[src/rtl/multicycle_control_if.sv]
// Control-unit <-> datapath/memory signal bundle for the multicycle LEGv8 core.
// The control unit uses the master modport; the datapath/memory side uses slave.
interface multicycle_control_if;
  logic [10:0] opcode;
  logic        zero;
  logic        mem_ready;
  logic [3:0]  ALUControl;
  logic        alu_src_a;
  logic [1:0]  alu_src_b;
  logic        pc_write;
  logic [1:0]  pc_src;
  logic        ir_write;
  logic        mem_read;
  logic        mem_write;
  logic        reg_write;
  logic        mem_to_reg;
  logic        instr_done;
  logic        mem_timeout;
  logic        exc;
  logic [3:0]  state_dbg;

  modport master (
    input  opcode, zero, mem_ready,
    output ALUControl, alu_src_a, alu_src_b, pc_write, pc_src, ir_write,
           mem_read, mem_write, reg_write, mem_to_reg, instr_done,
           mem_timeout, exc, state_dbg
  );

  modport slave (
    output opcode, zero, mem_ready,
    input  ALUControl, alu_src_a, alu_src_b, pc_write, pc_src, ir_write,
           mem_read, mem_write, reg_write, mem_to_reg, instr_done,
           mem_timeout, exc, state_dbg
  );
endinterface

[src/rtl/multicycle_control.sv]
// Moore FSM control for the multicycle LEGv8 datapath: R 4, LDUR 5, STUR 4, CBZ 3 cycles; memory states stall on mem_ready.
// MULTICYCLE_ILLEGAL_TRAP_EN routes illegal opcodes to TRAP; otherwise they retire as a NOP from DECODE.
module multicycle_control #(
  parameter int MEM_WAIT_MAX = 15
) (
  input  logic                 clk,
  input  logic                 reset,
  multicycle_control_if.master bus
);

  typedef enum logic [3:0] {
    FETCH  = 4'd0,
    DECODE = 4'd1,
    EXEC_R = 4'd2,
    R_WB   = 4'd3,
    ADDR   = 4'd4,
    MEM_RD = 4'd5,
    LD_WB  = 4'd6,
    MEM_WR = 4'd7,
    CBZ_EX = 4'd8,
    TRAP   = 4'd9
  } state_t;

  localparam int CW = $clog2(MEM_WAIT_MAX + 1);
  localparam logic [CW-1:0] WAIT_MAX = CW'(MEM_WAIT_MAX);

  state_t        state, state_nxt;
  logic [CW-1:0] wait_cnt;
  logic          timeout_q;

  logic is_add, is_sub, is_and, is_orr, is_ldur, is_stur, is_cbz, is_rtype;
  assign is_add   = (bus.opcode == 11'b10001011000);
  assign is_sub   = (bus.opcode == 11'b11001011000);
  assign is_and   = (bus.opcode == 11'b10001010000);
  assign is_orr   = (bus.opcode == 11'b10101010000);
  assign is_ldur  = (bus.opcode == 11'b11111000010);
  assign is_stur  = (bus.opcode == 11'b11111000000);
  assign is_cbz   = (bus.opcode[10:3] == 8'b10110100);
  assign is_rtype = is_add | is_sub | is_and | is_orr;

  logic mem_state, mem_wait;
  assign mem_state = (state == FETCH) || (state == MEM_RD) || (state == MEM_WR);
  assign mem_wait  = mem_state && !bus.mem_ready;

  logic [3:0] alu_ctl;
  logic       src_a, pc_wr, ir_wr, mrd, mwr, reg_wr, m2r, done, exc_c;
  logic [1:0] src_b, pc_sel;

  always_comb begin
    state_nxt = state;
    alu_ctl   = 4'b0000;
    src_a     = 1'b0;
    src_b     = 2'b00;
    pc_wr     = 1'b0;
    pc_sel    = 2'b00;
    ir_wr     = 1'b0;
    mrd       = 1'b0;
    mwr       = 1'b0;
    reg_wr    = 1'b0;
    m2r       = 1'b0;
    done      = 1'b0;
    exc_c     = 1'b0;
    case (state)
      FETCH: begin
        mrd     = 1'b1;
        src_b   = 2'b01;
        alu_ctl = 4'b0010;
        if (bus.mem_ready) begin
          ir_wr     = 1'b1;
          pc_wr     = 1'b1;
          state_nxt = DECODE;
        end
      end
      DECODE: begin
        // Branch target is computed speculatively so CBZ_EX can load it from ALUOut.
        src_b   = 2'b11;
        alu_ctl = 4'b0010;
        if (is_rtype)               state_nxt = EXEC_R;
        else if (is_ldur || is_stur) state_nxt = ADDR;
        else if (is_cbz)             state_nxt = CBZ_EX;
        else begin
`ifdef MULTICYCLE_ILLEGAL_TRAP_EN
          state_nxt = TRAP;
`else
          done      = 1'b1;
          state_nxt = FETCH;
`endif
        end
      end
      EXEC_R: begin
        src_a = 1'b1;
        if (is_sub)      alu_ctl = 4'b0110;
        else if (is_and) alu_ctl = 4'b0000;
        else if (is_orr) alu_ctl = 4'b0001;
        else             alu_ctl = 4'b0010;
        state_nxt = R_WB;
      end
      R_WB: begin
        reg_wr    = 1'b1;
        done      = 1'b1;
        state_nxt = FETCH;
      end
      ADDR: begin
        src_a     = 1'b1;
        src_b     = 2'b10;
        alu_ctl   = 4'b0010;
        state_nxt = is_ldur ? MEM_RD : MEM_WR;
      end
      MEM_RD: begin
        mrd = 1'b1;
        if (bus.mem_ready) state_nxt = LD_WB;
      end
      LD_WB: begin
        reg_wr    = 1'b1;
        m2r       = 1'b1;
        done      = 1'b1;
        state_nxt = FETCH;
      end
      MEM_WR: begin
        mwr = 1'b1;
        if (bus.mem_ready) begin
          done      = 1'b1;
          state_nxt = FETCH;
        end
      end
      CBZ_EX: begin
        src_a     = 1'b1;
        alu_ctl   = 4'b0111;
        pc_sel    = 2'b01;
        pc_wr     = bus.zero;
        done      = 1'b1;
        state_nxt = FETCH;
      end
`ifdef MULTICYCLE_ILLEGAL_TRAP_EN
      TRAP: begin
        exc_c     = 1'b1;
        pc_wr     = 1'b1;
        pc_sel    = 2'b10;
        done      = 1'b1;
        state_nxt = FETCH;
      end
`endif
      default: state_nxt = FETCH;
    endcase
  end

  always_ff @(posedge clk) begin
    if (reset) begin
      state     <= FETCH;
      wait_cnt  <= '0;
      timeout_q <= 1'b0;
    end else begin
      state <= state_nxt;
      if (state_nxt != state)
        wait_cnt <= '0;
      else if (mem_wait && wait_cnt != WAIT_MAX)
        wait_cnt <= wait_cnt + CW'(1);
      if (mem_wait && wait_cnt == WAIT_MAX)
        timeout_q <= 1'b1;
    end
  end

  // Outputs are forced low combinationally so an aborted instruction writes nothing during reset.
  assign bus.ALUControl  = reset ? 4'b0000 : alu_ctl;
  assign bus.alu_src_a   = !reset && src_a;
  assign bus.alu_src_b   = reset ? 2'b00 : src_b;
  assign bus.pc_write    = !reset && pc_wr;
  assign bus.pc_src      = reset ? 2'b00 : pc_sel;
  assign bus.ir_write    = !reset && ir_wr;
  assign bus.mem_read    = !reset && mrd;
  assign bus.mem_write   = !reset && mwr;
  assign bus.reg_write   = !reset && reg_wr;
  assign bus.mem_to_reg  = !reset && m2r;
  assign bus.instr_done  = !reset && done;
  assign bus.exc         = !reset && exc_c;
  assign bus.state_dbg   = reset ? 4'd0 : state;
  assign bus.mem_timeout = !reset && (timeout_q || (mem_wait && wait_cnt == WAIT_MAX));

endmodule

[src/flat_wrapper.sv]
// flat-port wrapper written by rule: the top's interface ports become plain ports
module multicycle_control_flat 
#(
  parameter int MEM_WAIT_MAX = 15
)
  (clk, reset, bus_opcode, bus_zero, bus_mem_ready, bus_ALUControl, bus_alu_src_a, bus_alu_src_b, bus_pc_write, bus_pc_src, bus_ir_write, bus_mem_read, bus_mem_write, bus_reg_write, bus_mem_to_reg, bus_instr_done, bus_mem_timeout, bus_exc, bus_state_dbg);
  multicycle_control_if bus_i ();
  input  logic clk;
  input  logic reset;
  input wire logic [$bits(bus_i.opcode)-1:0] bus_opcode;
  input wire logic [$bits(bus_i.zero)-1:0] bus_zero;
  input wire logic [$bits(bus_i.mem_ready)-1:0] bus_mem_ready;
  output wire logic [$bits(bus_i.ALUControl)-1:0] bus_ALUControl;
  output wire logic [$bits(bus_i.alu_src_a)-1:0] bus_alu_src_a;
  output wire logic [$bits(bus_i.alu_src_b)-1:0] bus_alu_src_b;
  output wire logic [$bits(bus_i.pc_write)-1:0] bus_pc_write;
  output wire logic [$bits(bus_i.pc_src)-1:0] bus_pc_src;
  output wire logic [$bits(bus_i.ir_write)-1:0] bus_ir_write;
  output wire logic [$bits(bus_i.mem_read)-1:0] bus_mem_read;
  output wire logic [$bits(bus_i.mem_write)-1:0] bus_mem_write;
  output wire logic [$bits(bus_i.reg_write)-1:0] bus_reg_write;
  output wire logic [$bits(bus_i.mem_to_reg)-1:0] bus_mem_to_reg;
  output wire logic [$bits(bus_i.instr_done)-1:0] bus_instr_done;
  output wire logic [$bits(bus_i.mem_timeout)-1:0] bus_mem_timeout;
  output wire logic [$bits(bus_i.exc)-1:0] bus_exc;
  output wire logic [$bits(bus_i.state_dbg)-1:0] bus_state_dbg;
  assign bus_i.opcode = bus_opcode;
  assign bus_i.zero = bus_zero;
  assign bus_i.mem_ready = bus_mem_ready;
  assign bus_ALUControl = bus_i.ALUControl;
  assign bus_alu_src_a = bus_i.alu_src_a;
  assign bus_alu_src_b = bus_i.alu_src_b;
  assign bus_pc_write = bus_i.pc_write;
  assign bus_pc_src = bus_i.pc_src;
  assign bus_ir_write = bus_i.ir_write;
  assign bus_mem_read = bus_i.mem_read;
  assign bus_mem_write = bus_i.mem_write;
  assign bus_reg_write = bus_i.reg_write;
  assign bus_mem_to_reg = bus_i.mem_to_reg;
  assign bus_instr_done = bus_i.instr_done;
  assign bus_mem_timeout = bus_i.mem_timeout;
  assign bus_exc = bus_i.exc;
  assign bus_state_dbg = bus_i.state_dbg;
  multicycle_control #(.MEM_WAIT_MAX(MEM_WAIT_MAX)) u_core (.clk(clk), .reset(reset), .bus(bus_i));
endmodule
[config.mk]
export PLATFORM = sky130hd
export DESIGN_NAME = multicycle_control_flat
export DESIGN_NICKNAME = d
export VERILOG_FILES = /design/src/rtl/multicycle_control_if.sv /design/src/rtl/multicycle_control.sv /design/src/flat_wrapper.sv
export SDC_FILE = /design/constraint.sdc
export NUM_CORES = 1
export LEC_CHECK = 0
export ABC_AREA = 1
export BUFFER_PORTS_ARGS = -buffer_cell sky130_fd_sc_hd__buf_2
export CORE_MARGIN = 1
export CORE_UTILIZATION = 32
export CTS_CLUSTER_DIAMETER = 40
export DETAILED_ROUTE_END_ITERATION = 8
export HOLD_SLACK_MARGIN = 0.15
export PLACE_DENSITY = 0.64
export SLEW_MARGIN = 20
export SYNTH_ARGS = -nofsm -noshare
export SYNTH_HDL_FRONTEND = slang
export SYNTH_SLANG_ARGS = --single-unit
[constraint.sdc]
create_clock -name clk -period 1.7 [get_ports clk]
set_input_delay 0.255 -clock clk [delete_from_list [all_inputs] [get_ports clk]]
set_output_delay 0.255 -clock clk [all_outputs]
set_load 0.005 [all_outputs]
==> results of run 1 <==
## worst max-delay path by stage
stage	startpoint	endpoint	cells after the start
after detailed placement	u_core.state[3]	bus_instr_done	8
after CTS	u_core.state[3]	bus_instr_done	8
after floorplan	u_core.state[2]	bus_mem_timeout	6
after global placement	u_core.state[3]	bus_instr_done	8
final	u_core.state[3]	bus_instr_done	8
after global routing	u_core.state[3]	bus_instr_done	8
## final cells by class
cell class                 instances  area [um^2]  area share, %
multi-input combinational        111          612           51.5
timing repair buffer              40          230           19.4
sequential                         9          190           16.0
inverter                          24         92.6           7.79
tap                               30         37.5           3.16
clock buffer                       4         26.3           2.21
## report_power, final
part	total (mW)	internal, mW	switching [mW]
clock	0.173	0.0906	0.0824
combinational	0.106	0.0416	0.0645
sequential	0.217	0.211	0.00521
## critical path, delay by kind of cell (launching register included)
kind          cells  cell delay [ns]
buf+inv           1             0.12
simple gates      7             0.71
flops             1             0.37
## sequential cells by signal, summed over array words and instances, names as in the netlist
register and flops:
u_core.state 4, u_core.timeout_q 1, u_core.wait_cnt 4
## cell families (layout without fill, tap and decap cells)
logic type,Yosys count,count (layout),share of synthesized area (%)
AO/OA/AOI/OAI,18,18,12.6
XOR/XNOR,1,1,1.01
adder cells (fa/ha/maj),1,1,1.44
buffers and inverters,29,68,13.9
flip-flops,9,9,20.8
other,1,3,0.432
AND/OR/NAND/NOR,88,88,49.9
## placed cells by master, fill, tap and decap left out, types with 2 or more instances in the layout
cell type	count
sky130_fd_sc_hd__nor2_4	4
sky130_fd_sc_hd__buf_4	6
sky130_fd_sc_hd__nor3_1	5
sky130_fd_sc_hd__nand3_1	13
sky130_fd_sc_hd__inv_2	4
sky130_fd_sc_hd__nand2_2	6
sky130_fd_sc_hd__nand3b_1	3
sky130_fd_sc_hd__dfxtp_4	2
sky130_fd_sc_hd__dfxtp_1	5
sky130_fd_sc_hd__nor2_1	22
sky130_fd_sc_hd__a21oi_1	12
sky130_fd_sc_hd__nand2_1	24
sky130_fd_sc_hd__inv_1	19
sky130_fd_sc_hd__buf_2	33
sky130_fd_sc_hd__dfxtp_2	2
sky130_fd_sc_hd__clkbuf_4	3
sky130_fd_sc_hd__conb_1	3
sky130_fd_sc_hd__nand4_1	6
## per-stage QoR
step | total power [mW] | cell area (um^2) | setup TNS, ns | hold slack, ns
after floorplan | 0.285 | 875 | 0 | 0.431
after global placement | 0.321 | 1050 | 0 | 0.444
after global routing | 0.527 | 1190 | -0.396 | 0.327
final | 0.496 | 1190 | -0.0327 | 0.303
after CTS | 0.495 | 1090 | -0.0221 | 0.296
after detailed placement | 0.324 | 1050 | 0 | 0.450
## cells in the mapped netlist
| master | instances | share of area [%] |
|---|---|---|
| sky130_fd_sc_hd__o21ai_0 | 2 | 1.2 |
| sky130_fd_sc_hd__o21ai_2 | 1 | 1.0 |
| sky130_fd_sc_hd__nor2_8 | 1 | 2.3 |
| sky130_fd_sc_hd__a21oi_1 | 12 | 6.9 |
| sky130_fd_sc_hd__a211oi_1 | 1 | 0.87 |
| sky130_fd_sc_hd__clkbuf_1 | 2 | 0.87 |
| sky130_fd_sc_hd__nor2_1 | 23 | 10 |
| sky130_fd_sc_hd__nor2_4 | 2 | 2.6 |
| sky130_fd_sc_hd__dfxtp_1 | 9 | 21 |
| sky130_fd_sc_hd__nand3_1 | 15 | 8.7 |
| sky130_fd_sc_hd__nand2_1 | 27 | 12 |
| sky130_fd_sc_hd__nor3_1 | 5 | 2.9 |
| sky130_fd_sc_hd__nand3b_1 | 3 | 2.6 |
| sky130_fd_sc_hd__a21oi_4 | 1 | 1.9 |
| sky130_fd_sc_hd__buf_4 | 3 | 2.6 |
| sky130_fd_sc_hd__nand2_4 | 1 | 1.3 |
| sky130_fd_sc_hd__a31oi_1 | 1 | 0.72 |
| sky130_fd_sc_hd__xor2_1 | 1 | 1.0 |
| sky130_fd_sc_hd__ha_1 | 1 | 1.4 |
| sky130_fd_sc_hd__nor2_2 | 2 | 1.4 |
| sky130_fd_sc_hd__conb_1 | 1 | 0.43 |
| sky130_fd_sc_hd__inv_1 | 21 | 9.1 |
| sky130_fd_sc_hd__nand2_2 | 3 | 2.2 |
| sky130_fd_sc_hd__inv_2 | 3 | 1.3 |
| sky130_fd_sc_hd__nand4_1 | 6 | 4.3 |
## metal layers
layer	vias to the layer above	global-route usage, %
li1	551	-
met1	462	19.5
met2	34	31.1
met3	4	4.80
met4	0	2.56
met5	-	0
## timing repair
action / in CTS / in global routing
setup endpoints to repair: 6 / 7
resized for setup: 7 / 12
pin swaps: 0 / 11
gates cloned: 0 / 0
setup buffers: 0 / 6
==> reports/qor.log, run 1 <==
INFO  clock_tree     tritoncts_clock_tree=built
INFO  placement      place.port_buffers=33
INFO  worst_setup_path cp_slowest_stage_delay=0.37ns
INFO  yosys          synth_cell_types=25
INFO  global_route   grt_first_pass_wirelength=3.60mm
INFO  yosys          yosysWarnings=0
INFO  pwr            leakage_power_figure=0.613nW
INFO  drt            wl_met2=1.18mm
INFO  floorplan      std_cell_rows=18
INFO  floorplan      io_pins=37
INFO  global_route   grt_pass1_vias=883
INFO  drt            met3RoutedLength=155um
INFO  hold_path      whs_endpoint=u_core.state[3]
INFO  worst_setup_path critPathCaptureType=output port
INFO  clock_tree     worstSkewPairLatency=0.26ns
INFO  drt            drt_first_pass_iters=4
INFO  worst_setup_path crit_path_top_delay_cell=sky130_fd_sc_hd__dfxtp_4
INFO  timing         clock_skew=0.00514ns
INFO  cells_and_area layout-drive-gt1-share=36.7%
INFO  drt            vias_per_cell=4.82
INFO  cells_and_area fillers=297
INFO  worst_setup_path list_of_cells_traversed_by_the_critical_path=nor2_4 > nand2_2 > nor2_4 > nand2_1 > nor2_1 > nor2_1 > nor2_1 > buf_2
INFO  global_route   all_layer_gr_usage=16.9%
INFO  yosys          netlist_instances=147
INFO  yosys          synthesis.area_per_instance=5.90um^2
INFO  worst_setup_path setup.worst_path.start_class=flip-flop
INFO  worst_setup_path crit_fanout=5
INFO  clock_tree     ctsHtreeMaxLevel=1
INFO  yosys          yosysSeqAreaShare=20.8%
INFO  job            maxCapViolations=0
INFO  timing         setup_violations=2
INFO  floorplan      floorplan.die.width=54.1um
INFO  drt            initialDrtViolationCount=12
INFO  pwr            vdd_drop_max=310uV
INFO  global_route   grt_antenna_before_repair=0
INFO  placement      dpl.hpwl=1.87mm
INFO  timing         rsz0062_at_grt=yes
INFO  clock_tree     path_clk_slew=0.07ns
INFO  placement      dp_cells=208
INFO  drt            post-route-drc-count=0
INFO  cells_and_area nNetsFinal=205
INFO  floorplan      initial_core_utilization=34.4%
INFO  timing         fin_crit=1.72ns
INFO  worst_setup_path cp.required=1.44ns
INFO  yosys          syn_area=867um^2
INFO  clock_tree     clock_path_buffers=2
INFO  run_status     outcome=finished, violations left
INFO  cells_and_area syn2layout_area_growth=37.1%
INFO  drt            detailroute.via_count=1051
INFO  timing         setup_ws=-0.0200ns
INFO  floorplan      core_region_area=2520um^2
INFO  hold_path      timing.hold.worst_path_depth=4
INFO  hold_path      worst_hold_startpoint=bus_opcode[6]
INFO  run_status     violations_in_the_final_reports=negative setup slack
INFO  cells_and_area final-instance-count-excl-fill=218
INFO  worst_setup_path worst_reg_to_reg_cells=8
INFO  hold_path      hold_path.class=input port to flip-flop
INFO  worst_setup_path r2r_setup_slack=0.28ns
INFO  global_route   grt.overflow.total=0
INFO  cells_and_area utilization=47.1%
INFO  timing         finalCritPeriodShare=101%
INFO  clock_tree     cts-buffers-inserted=3
INFO  drt            wire_per_inst=11.0um
INFO  floorplan      fp.dieArea=2920um^2
INFO  worst_setup_path r2r_start=u_core.state[3]
INFO  worst_setup_path timing.rr.end=u_core.wait_cnt[2]
INFO  clock_tree     clk_root_buffer_cell=sky130_fd_sc_hd__clkbuf_4
INFO  global_route   grt_max_degree=24
INFO  clock_tree     cts_sinks=9
INFO  timing         hold_viol=0
INFO  timing         report.final.slew_viol_count=0
INFO  worst_setup_path type_of_the_setup_path_with_the_least_slack=flip-flop to output port
INFO  placement      last_weighted_congestion_value_of_the_routability_driven_placer=0.824
INFO  drt            met1Wirelength=1.05mm
INFO  floorplan      die_span_y=54.1um
INFO  worst_setup_path cpMostUsedCell=sky130_fd_sc_hd__nor2_1
INFO  worst_setup_path critPathArrivalTime=1.47ns
INFO  placement      place_worst_setup_slack=0.177ns
INFO  pwr            power.density=417nW/um^2
INFO  cells_and_area n_antenna_cell=0
INFO  yosys          ys_seq_elements=9
INFO  drt            top_layer=met4
INFO  timing         max_freq=581MHz
INFO  clock_tree     cts_hold_repair.buffers=0
INFO  drt            final_routed_wirelength=2.40mm
INFO  drt            ant_nets=0
Power figures use the tool's default switching activity.
==> run 2, diff against run 1 <==
--- a/config.mk
+++ b/config.mk
@@ -9,11 +9,12 @@
 export BUFFER_PORTS_ARGS = -buffer_cell sky130_fd_sc_hd__buf_2
 export CORE_MARGIN = 1
 export CORE_UTILIZATION = 32
+export CTS_BUF_LIST = sky130_fd_sc_hd__clkbuf_4
 export CTS_CLUSTER_DIAMETER = 40
 export DETAILED_ROUTE_END_ITERATION = 8
 export HOLD_SLACK_MARGIN = 0.15
 export PLACE_DENSITY = 0.64
-export SLEW_MARGIN = 20
+export SLEW_MARGIN = 5
 export SYNTH_ARGS = -nofsm -noshare
 export SYNTH_HDL_FRONTEND = slang
 export SYNTH_SLANG_ARGS = --single-unit
==> run 2 against run 1 <==
Against the previous run:
- the run still ends with negative setup slack left
- first-iteration DRC count is 8.3% higher
- clock skew is 0.0029 ns lower
- final cell count stayed put
- global-route usage is 0.058 points higher
- combinational power hardly changed
- critical path type unchanged
- highest routed layer is now met3
==> reports/qor.log, run 2 (same netlist as run 1, synthesis figures left out) <==
INFO  run_status     outcome=finished, violations left
INFO  run_status     violations_in_the_final_reports=negative setup slack
INFO  cells_and_area utilization=47.3%
INFO  drt            ant_nets=0
INFO  cells_and_area layout-drive-gt1-share=37.2%
INFO  clock_tree     clock_path_buffers=2
INFO  clock_tree     cts-buffers-inserted=3
INFO  timing         rsz0062_at_grt=yes
INFO  worst_setup_path cpMostUsedCell=sky130_fd_sc_hd__nor2_1
INFO  worst_setup_path cp_slowest_stage_delay=0.37ns
INFO  job            maxCapViolations=0
INFO  global_route   grt_max_degree=24
INFO  floorplan      fp.dieArea=2920um^2
INFO  clock_tree     cts_hold_repair.buffers=0
INFO  clock_tree     worstSkewPairLatency=0.26ns
INFO  timing         timing.hold.ws=0.304ns
INFO  pwr            vdd_drop_max=315uV
INFO  drt            drt_first_pass_iters=4
INFO  global_route   grt.overflow.total=0
INFO  clock_tree     tritoncts_clock_tree=built
INFO  floorplan      std_cell_rows=18
INFO  clock_tree     clk_root_buffer_cell=sky130_fd_sc_hd__clkbuf_4
INFO  cells_and_area largestRegisters=u_core.state: 4 flops, u_core.wait_cnt: 4 flops, u_core.timeout_q: 1 flops
INFO  clock_tree     path_clk_slew=0.07ns
INFO  drt            vias_per_cell=4.78
INFO  floorplan      die_span_y=54.1um
INFO  cells_and_area layout.cells.most_common=sky130_fd_sc_hd__buf_2
INFO  worst_setup_path cp.required=1.44ns
INFO  drt            post-route-drc-count=0
INFO  timing         setup_ws=-0.0174ns
INFO  timing         timing.setup.tns=-0.0301ns
INFO  global_route   all_layer_gr_usage=17.0%
INFO  drt            wire_per_inst=11.2um
INFO  placement      place.port_buffers=33
INFO  timing         hold_viol=0
INFO  clock_tree     ctsHtreeMaxLevel=1
INFO  drt            final_routed_wirelength=2.43mm
INFO  floorplan      floorplan.die.width=54.1um
INFO  pwr            leakage_power_figure=0.616nW
INFO  global_route   grt_first_pass_wirelength=3.62mm
INFO  timing         clock_skew=0.00221ns
INFO  worst_setup_path critPathArrivalTime=1.46ns
INFO  cells_and_area area.sequential=190um^2
INFO  worst_setup_path list_of_cells_traversed_by_the_critical_path=nor2_4 > nand2_2 > nor2_4 > nand2_1 > nor2_1 > nor2_1 > nor2_1 > buf_2
INFO  global_route   grt_antenna_before_repair=0
INFO  drt            initialDrtViolationCount=13
INFO  worst_setup_path setup.worst_path.start_class=flip-flop
INFO  timing         setup_violations=2
INFO  placement      dpl.hpwl=1.87mm
INFO  pwr            total_power=0.512mW
INFO  worst_setup_path critPathCaptureType=output port
INFO  worst_setup_path type_of_the_setup_path_with_the_least_slack=flip-flop to output port
INFO  cells_and_area syn2layout_area_growth=37.5%
INFO  floorplan      core_region_area=2520um^2
INFO  cells_and_area commonest_cells_after_routing_fill_and_taps_aside=sky130_fd_sc_hd__buf_2 (33), sky130_fd_sc_hd__nand2_1 (24), sky130_fd_sc_hd__nor2_1 (22)
INFO  timing         fin_crit=1.72ns
INFO  timing         finalCritPeriodShare=101%
INFO  placement      place_worst_setup_slack=0.177ns
INFO  worst_setup_path crit_fanout=5
INFO  pwr            power.density=430nW/um^2
INFO  floorplan      io_pins=37
INFO  hold_path      hold_path.class=input port to flip-flop
INFO  cells_and_area nNetsFinal=205
INFO  floorplan      initial_core_utilization=34.4%
INFO  timing         report.final.slew_viol_count=0
INFO  cells_and_area multi_input_comb_area=612um^2
INFO  worst_setup_path crit_path_top_delay_cell=sky130_fd_sc_hd__dfxtp_4
INFO  cells_and_area n_antenna_cell=0
INFO  placement      last_weighted_congestion_value_of_the_routability_driven_placer=0.824
INFO  cells_and_area fillers=295
INFO  clock_tree     cts_sinks=9
INFO  drt            detailroute.via_count=1042
INFO  global_route   grt_pass1_vias=885
INFO  timing         max_freq=582MHz
[run 2: per-stage QoR]
| step | instances | area (um^2) |
|---|---|---|
| after floorplan | 149 | 875 |
| after global placement | 208 | 1050 |
| after detailed placement | 208 | 1050 |
| after CTS | 212 | 1090 |
| after global routing | 218 | 1190 |
| final | 218 | 1190 |
[run 2: per-layer routing]
| layer | track usage, % | vias up | wire, um |
|---|---|---|---|
| li1 | - | 550 | - |
| met1 | 19.5 | 466 | 1100 |
| met2 | 31.3 | 26 | 1200 |
| met3 | 4.80 | 0 | 132 |
| met4 | 2.56 | 0 | 0 |
| met5 | 0 | - | 0 |
[run 2: critical path, delay by kind of cell, from the launching register on]
family	cells	cell delay (ns)
DFF	1	0.37
and+or+nand+nor	7	0.71
buffers and inverters	1	0.12
[run 2: area by class of cell]
type                       instances  share of cell area (%)
tap                               30                    3.15
sequential                         9                    15.9
multi-input combinational        111                    51.3
inverter                          24                    7.76
timing repair buffer              40                    19.3
clock buffer                       4                    2.52
[run 2: path summary, 6_finish.rpt]
check	slack [ns]	cells past startpoint	start	end
setup / recovery	-0.02	8	u_core.state[3]	bus_instr_done
hold reg to reg	0.46	2	u_core.timeout_q	u_core.timeout_q
hold / removal	0.30	4	bus_opcode[6]	u_core.state[3]
setup reg to reg	0.28	8	u_core.state[3]	u_core.wait_cnt[2]
[run 2: timing repair]
item | in CTS | in global routing
gates resized for setup | 7 | 12
setup buffers | 0 | 6
hold endpoints to repair | 0 | 0
pin swaps | 0 | 11
setup endpoints to repair | 6 | 7
[run 2: where the power goes]
group,switching (mW),internal [mW],total (mW)
Sequential,0.00523,0.211,0.217
Combinational,0.0651,0.0416,0.107
Clock,0.0826,0.107,0.189
Total,0.153,0.359,0.512
